==> src/rtl/ins_cache_pkg.sv <==
// ins_cache_pkg: shared state encoding and address-field widths for the instruction cache
package ins_cache_pkg;
   localparam int OFFSET_BITS = 4;
   typedef enum logic {IDLE = 1'b0, FILL = 1'b1} state_t;
endpackage

==> src/rtl/ins_cache.sv <==
// ins_cache: direct-mapped read-only instruction cache with a word-at-a-time line refill
module ins_cache
   import ins_cache_pkg::*;
#(
   parameter int INDEX_BITS = 4,
   parameter int LINE_WORDS = 4
) (
   input  logic        clk,
   input  logic        rst,
   input  logic        rdy,
   input  logic [31:0] addr,
   output logic        hit,
   output logic [31:0] ins,
   output logic        mem_req,
   output logic [31:0] mem_addr,
   input  logic        mem_done,
   input  logic [31:0] mem_data
);
   localparam int LINES = 2 ** INDEX_BITS;
   localparam int TAG_BITS = 32 - OFFSET_BITS - INDEX_BITS;
   state_t                state;
   logic [LINES-1:0]      valid;
   logic [TAG_BITS-1:0]   tag_arr [LINES];
   logic [31:0]           data_arr [LINES][LINE_WORDS];
   logic [TAG_BITS-1:0]   tag, fill_tag;
   logic [INDEX_BITS-1:0] idx, fill_idx;
   logic [1:0]            word, cnt;
   logic                  take, last;
   logic                  unused_bits;
   assign tag = addr[31:OFFSET_BITS+INDEX_BITS];
   assign idx = addr[OFFSET_BITS+INDEX_BITS-1:OFFSET_BITS];
   assign word = addr[3:2];
   assign unused_bits = ^addr[1:0];
   assign hit = valid[idx] && tag_arr[idx] == tag;
   assign ins = data_arr[idx][word];
   assign take = rdy && state == FILL && mem_done;
   assign last = cnt == 2'(LINE_WORDS - 1);
   // Control: miss detection, fill sequencing and line commit; reset abandons any fill
   always_ff @(posedge clk or negedge rst) begin
      if (!rst) begin
         valid <= '0;
         state <= IDLE;
         mem_req <= 1'b0;
         mem_addr <= '0;
         cnt <= '0;
         fill_idx <= '0;
         fill_tag <= '0;
      end else if (rdy) begin
         if (state == IDLE) begin
            if (!hit) begin
               fill_idx <= idx;
               fill_tag <= tag;
               valid[idx] <= 1'b0;
               mem_addr <= {addr[31:OFFSET_BITS], {OFFSET_BITS{1'b0}}};
               mem_req <= 1'b1;
               cnt <= '0;
               state <= FILL;
            end
         end else if (mem_done) begin
            if (last) begin
               valid[fill_idx] <= 1'b1;
               mem_req <= 1'b0;
               state <= IDLE;
            end else begin
               cnt <= cnt + 2'd1;
               mem_addr <= mem_addr + 32'd4;
            end
         end
      end
   end
   // Storage: returned words land in the line being filled; the tag is written with the last word
   always_ff @(posedge clk) begin
      if (take) begin
         data_arr[fill_idx][cnt] <= mem_data;
         if (last) tag_arr[fill_idx] <= fill_tag;
      end
   end
endmodule
==> config.mk <==
export PLATFORM = sky130hd
export DESIGN_NAME = ins_cache
export DESIGN_NICKNAME = d
export VERILOG_FILES = /design/src/rtl/ins_cache_pkg.sv /design/src/rtl/ins_cache.sv
export SDC_FILE = /design/constraint.sdc
export NUM_CORES = 2
export LEC_CHECK = 0
export CAP_MARGIN = 10
export CORE_MARGIN = 2
export CORE_UTILIZATION = 35
export CTS_CLUSTER_SIZE = 8
export DETAILED_ROUTE_END_ITERATION = 6
export PLACE_DENSITY = 0.6
export SLEW_MARGIN = 25
export SYNTH_ARGS = -nofsm -noshare
export SYNTH_HDL_FRONTEND = slang
export SYNTH_SLANG_ARGS = --single-unit
==> constraint.sdc <==
create_clock -name clk -period 10 [get_ports clk]
set_clock_uncertainty 0.15 [all_clocks]
set_input_delay 2 -clock clk [delete_from_list [all_inputs] [get_ports clk]]
set_output_delay 2 -clock clk [all_outputs]
set_load 0.005 [all_outputs]
* Yosys cells after proc, flatten, opt, wreduce, memory -nomap -nowiden
Memory sizes are Yosys's and may differ from the RTL's.
Cells that the tools add are included.
** Word-level totals
- Logic and storage cells :: 76
- Input bits :: 68
- Bits in latches :: 0
- Memories :: 2
- Output and inout port bits :: 66
- ROM bits :: 0
- Memory bits (writable) :: 2432
- Flip-flop bits (word level) :: 80
** Cells by class
- Equality and inequality tests :: 6
- Order comparisons :: 7
- $mul :: 0
- Bitwise operators :: 7
- Add/sub/neg operators :: 2
- Reductions and logical operators :: 9
- Mux-type cells :: 36
- Shift-type cells :: 0
- Div/mod/pow operators :: 0
** Memories
- data_arr :: words 16, bits a word 128, read ports 1, clocked after Yosys merged registers in 0, write ports 1, RTL line ins_cache.sv:24 : logic [31:0] data_arr [LINES][LINE_WORDS];
- tag_arr :: words 16, bits a word 24, read ports 1, clocked after Yosys merged registers in 0, write ports 1, RTL line ins_cache.sv:23 : logic [TAG_BITS-1:0] tag_arr [LINES];
** Operators by type and width (count)
- 32-bit two-way mux :: 7
- 128-bit two-way mux :: 1
- 32-bit binary-select mux with 2-bit select :: 1
- 32-bit demux with 2-bit select :: 1
- 16-bit two-way mux :: 4
- 32-bit by 3-bit adder with 32-bit output, second input constant :: 1
- 24-bit == test :: 1
- 16-bit bitwise AND :: 1
- 16-bit inverter :: 1
- 16-bit bitwise OR :: 1
- 1-bit two-way mux :: 15
- 4-bit by 5-bit less-than comparator with 1-bit output, second input constant :: 2
- 1-bit demux with 4-bit select :: 2
- 4-bit by 1-bit greater-or-equal comparator with 1-bit output, second input constant :: 2
- 2-bit two-way mux :: 4
- 4-bit AND reduction :: 2
- 3-bit greater-or-equal comparator, second input constant :: 2
- 1-bit logical AND :: 6
- 2-bit inverter with 3-bit output :: 2
- 1-bit binary-select mux with 4-bit select :: 1
- 2-bit by 1-bit != test with 1-bit output, second input constant :: 2
- 2-bit != test, second input constant :: 2
- 3-bit by 1-bit less-than comparator with 1-bit output, second input constant :: 1
- 3-bit AND reduction :: 1
- 3 further kinds :: 4

* Logic depth before layout (Yosys ltp)
- Depth after elaboration :: 8
- Depth in mapped cells :: 16
- Depth with buffers taken out :: 10

* Worst setup path after synthesis
No wires, ideal clock.
- Kind :: input to output
- Start :: input addr[4]
- End :: output ins[18]
- Setup slack :: 2.636 ns
- Data required time :: 7.850 ns
- Path buffers :: 7
- Arrival :: 5.214 ns
- Stages :: 10
- Cells stage by stage :: buf_4 -> buf_6 -> buf_6 -> buf_6 -> buf_2 -> buf_2 -> buf_1 -> mux4_2 -> mux4_2 -> mux4_2
** Between the ends
- Cells in the longest elaborated chain, start to end :: 4
** RTL lines
- from (decl) :: RTL line ins_cache.sv:11 : input logic [31:0] addr,
- memory 16 x 128 bit
- 32-bit binary-select mux with 2-bit select :: RTL line ins_cache.sv:35 : assign ins = data_arr[idx][word];
- 32-bit two-way mux (implied by the code) (2 in a row) :: RTL line ins_cache.sv:35
- to (decl) :: RTL line ins_cache.sv:13 : output logic [31:0] ins,
No other way between the ends. The select of a mux whose other input is x is not followed.

* Worst setup path after layout
- Start :: input addr[4]
- End :: output hit
** Between the ends
- Cells in the longest elaborated chain, start to end :: 3
- Elaborated cells between the ends (all ways) :: 5
- Classes of those cells :: eq/ne: 1; mux: 2; reduce/logical: 1; memory: 1
** RTL lines
- memory 16 x 24 bit / 1-bit binary-select mux with 4-bit select (equally long branches)
- 24-bit == test / 1-bit two-way mux (equally long branches) :: RTL line ins_cache.sv:34 : assign hit = valid[idx] && tag_arr[idx] == tag;
- 1-bit logical AND * :: RTL line ins_cache.sv:34
- to (decl) :: RTL line ins_cache.sv:12 : output logic hit,
Every way passes the cells marked *; elsewhere a longest branch is shown, timed or not. The select of a mux whose other input is x is not followed.

==> reports/results.txt <==
Status - finished clean
Post-synthesis cell type count - 69
Final Critical Period - 8.05 ns
Post-CTS resize count - 0
Core area - 0.276 sq mm
Critical-path maximum fanout - 61
Setup crit start - addr[4]
R2R cell count - 11
Crit path required time - 7.85 ns
Clk slew on worst S/H paths - 0.05 ns
Ys flop type - edfxtp_1
Critical Path AT - 5.90 ns
Hold WC Path Type - reg2reg
Final Hold Vio Count - 0
Sequential share of the synthesized area - 77.4%
Netlist Area Pre-Place - 0.0969 sq mm
Total power - 24.7 mW
Share of layout cells above drive strength 1 - 30.2%
Setup CP Type - in2out
Syn-to-layout area delta - 16.6%
Worst setup SP type - input pin
Post-CTS Setup Repair Bufs - 0
Fin crit share - 80.5%
Initial Utilization - 35.1%
WHS - 0.356 ns
Tot GR Track Use - 17.4%
Num ports - 134
Skew-Pair Late Insertion Delay - 0.94 ns
Routed len/inst - 29.6 um
TritonCTS Sinks - 2510
Setup-failing EPs final - 0
Root Buffer - clkbuf_16
CTS tree - yes
# Max-Cap Violations - 0
Remaining DRCs - 0
Vias in the first global route - 46.8k
Die area - 0.281 sq mm
Mean number of vias per cell - 5.54
GR Overflow Total - 0
Hpwl dp - 126000 um
RSZ-0062 raised after global routing - no
FP Rows - 193
Pin count of the biggest net entering global routing - 156
FF+latch count, synth - 2510
Setup TNS - 0 ns
Leakage dissipation - 35.1 nW
End of the worst register-to-register path - fill_tag[18]$_DFFE_PN0P_
Measured slew at the worst slew-check pin - 1.12 ns
CP endpoint - hit
Fin nets - 4558
Crit path capture type - primary output
Max Slew Vio Count - 0
Antenna-violating nets left - 0
Global-route wire length before repair - 349000 um
Post-synth ARST share - 3.11%
Max transition margin - 25.0%
Fmax - 124 MHz
Cell area power density - 218 mW/mm^2
Initial antenna violation count - 27
CTS Hold Bufs - 0
Routability Congestion - 0.780
H-tree depth - 5
DRT Pass-1 Iters - 6
Drt first-iter violations - 5474
Post-synthesis cell count - 4083
Avg Synthesized Cell Area - 23.7 sq um
CTS Buf Count - 364
Design Area, Final - 0.113 sq mm
Via Count - 45.7k
Clk buf depth - 4
Number of warnings issued by yosys - 0
Internal reg-to-reg setup slack - 5.62 ns
Height of the die - 530 um
Port-buffer cells - 129
Horiz. Die Dim - 530 um
Reg2reg start - tag_arr[7][16]$_DFFE_PP_
Total routed wirelength - 245000 um
Post-synth EDFFs - 2432
Area after DPL - 0.103 sq mm
Worst vdd ir - 0.152 mV
-- report_power, final --
part | total, mW | internal, mW | switching, mW
clock network | 10.6 | 6.51 | 4.06
registers | 12.4 | 12.1 | 0.309
logic | 1.71 | 0.677 | 1.03
total | 24.7 | 19.3 | 5.40
-- sequential cells by signal, indices dropped and copies added, names as in the netlist --
signal,cells
data_arr,2048
tag_arr,384
mem_addr,30
fill_tag,24
valid,16
fill_idx,4
cnt,2
mem_req,1
state,1
-- worst min-delay path by stage --
stage                                startpoint                     to  slack (ns)  cells past startpoint
after floorplan            valid[4]$_DFFE_PN0P_   valid[4]$_DFFE_PN0P_        0.31                      2
after global placement      mem_req$_DFFE_PN0P_    mem_req$_DFFE_PN0P_        0.32                      1
after detailed placement    mem_req$_DFFE_PN0P_    mem_req$_DFFE_PN0P_        0.34                      1
after CTS                 valid[10]$_DFFE_PN0P_  valid[10]$_DFFE_PN0P_        0.36                      2
after global routing       valid[2]$_DFFE_PN0P_   valid[2]$_DFFE_PN0P_        0.37                      2
final                       mem_req$_DFFE_PN0P_    mem_req$_DFFE_PN0P_        0.36                      1
-- per-stage QoR --
step	setup WS (ns)	instances	util (%)
2_1_floorplan	2.64	4084	-
3_3_place_gp	1.90	7819	37.4
3_5_place_dp	1.90	7823	37.4
4_1_cts	1.88	8247	40.9
5_1_grt	1.74	8255	40.9
6_report	1.95	8257	40.9
-- routing by layer --
metal	track usage (%)	up-vias	routed length (um)
met5	0	-	63
met4	4.55	10	4610
met3	3.71	391	20300
met2	26.7	1985	115000
met1	25.0	25100	105000
li1	-	18300	-
-- synth_stat cells, types with 5 or more instances --
cell / instances / area share (%)
a21boi_0: 8 / 0.062
nand3b_1: 9 / 0.070
mux2i_1: 76 / 0.78
nor2b_1: 22 / 0.14
a22oi_1: 16 / 0.12
or3_1: 5 / 0.032
inv_1: 18 / 0.070
a21oi_1: 17 / 0.088
or4_1: 5 / 0.039
or2_2: 5 / 0.032
a22o_1: 6 / 0.054
dfrtp_1: 78 / 2.0
and3_1: 12 / 0.077
nand2_1: 66 / 0.26
ha_1: 5 / 0.065
o41ai_1: 12 / 0.11
buf_4: 9 / 0.070
buf_6: 8 / 0.093
nor2_1: 93 / 0.36
nand4_1: 10 / 0.065
edfxtp_1: 2432 / 75
buf_1: 42 / 0.16
nor3_1: 14 / 0.072
nor4_1: 7 / 0.045
mux2_2: 7 / 0.081
nor3b_1: 9 / 0.070
clkbuf_1: 138 / 0.53
mux4_2: 752 / 17
a221o_1: 20 / 0.21
buf_2: 15 / 0.077
o21ai_0: 28 / 0.14
mux2_1: 19 / 0.22
nand2b_1: 6 / 0.039
xnor2_1: 13 / 0.12
nand3_1: 34 / 0.18
-- critical path, cell delays in order --
cell	delay [ns]
buf_8	0.53
buf_12	0.36
mux4_2	0.54
a22o_1	0.22
a221oi_1	0.46
xor2_1	0.30
o21a_1	0.19
nand3_1	0.08
nor3_1	0.47
clkdlybuf4s50_1	0.62
-- final cells by class --
class / count / area, sq um
Sequential cell: 2510 / 75000
Multi-Input combinational cell: 1339 / 21400
Clock inverter: 5 / 53.8
Clock buffer: 419 / 9460
Inverter: 18 / 75.1
Tap cell: 3705 / 4640
Antenna cell: 9 / 22.5
Fill cell: 23800 / 163000
Timing Repair Buffer: 252 / 2380
-- placed cells by master (no fill, tap or decap), drive strengths merged, types with 9 or more instances in the layout --
cell type and n:
mux4 752, nand2 66, clkdlybuf4s50 90, nor3b 9, edfxtp 2432, nor2b 22, and3 12, a21oi 17
nor3 14, nand3b 9, o21ai 29, a221o 20, inv 19, mux2i 76, clkbuf 419, o41ai 13
nor2 94, buf 162, diode 9, xnor2 13, nand3 34, a22oi 16, dfrtp 78, mux2 26
nand4 10
-- kinds of logic (layout without fill, tap and decap cells) --
family	count (synthesis)	after routing	share of synthesized area, %
buffers and inverters	235	694	1.09
adder cells (fa/ha/maj)	5	5	0.0646
AO/OA/AOI/OAI	153	153	1.19
other	1	11	0.00387
multiplexers	854	854	18.6
XOR/XNOR	17	17	0.154
flip-flops	2510	2510	77.4
AND/OR/NAND/NOR	308	308	1.56
Note: power is estimated with default switching activity, not from simulation.
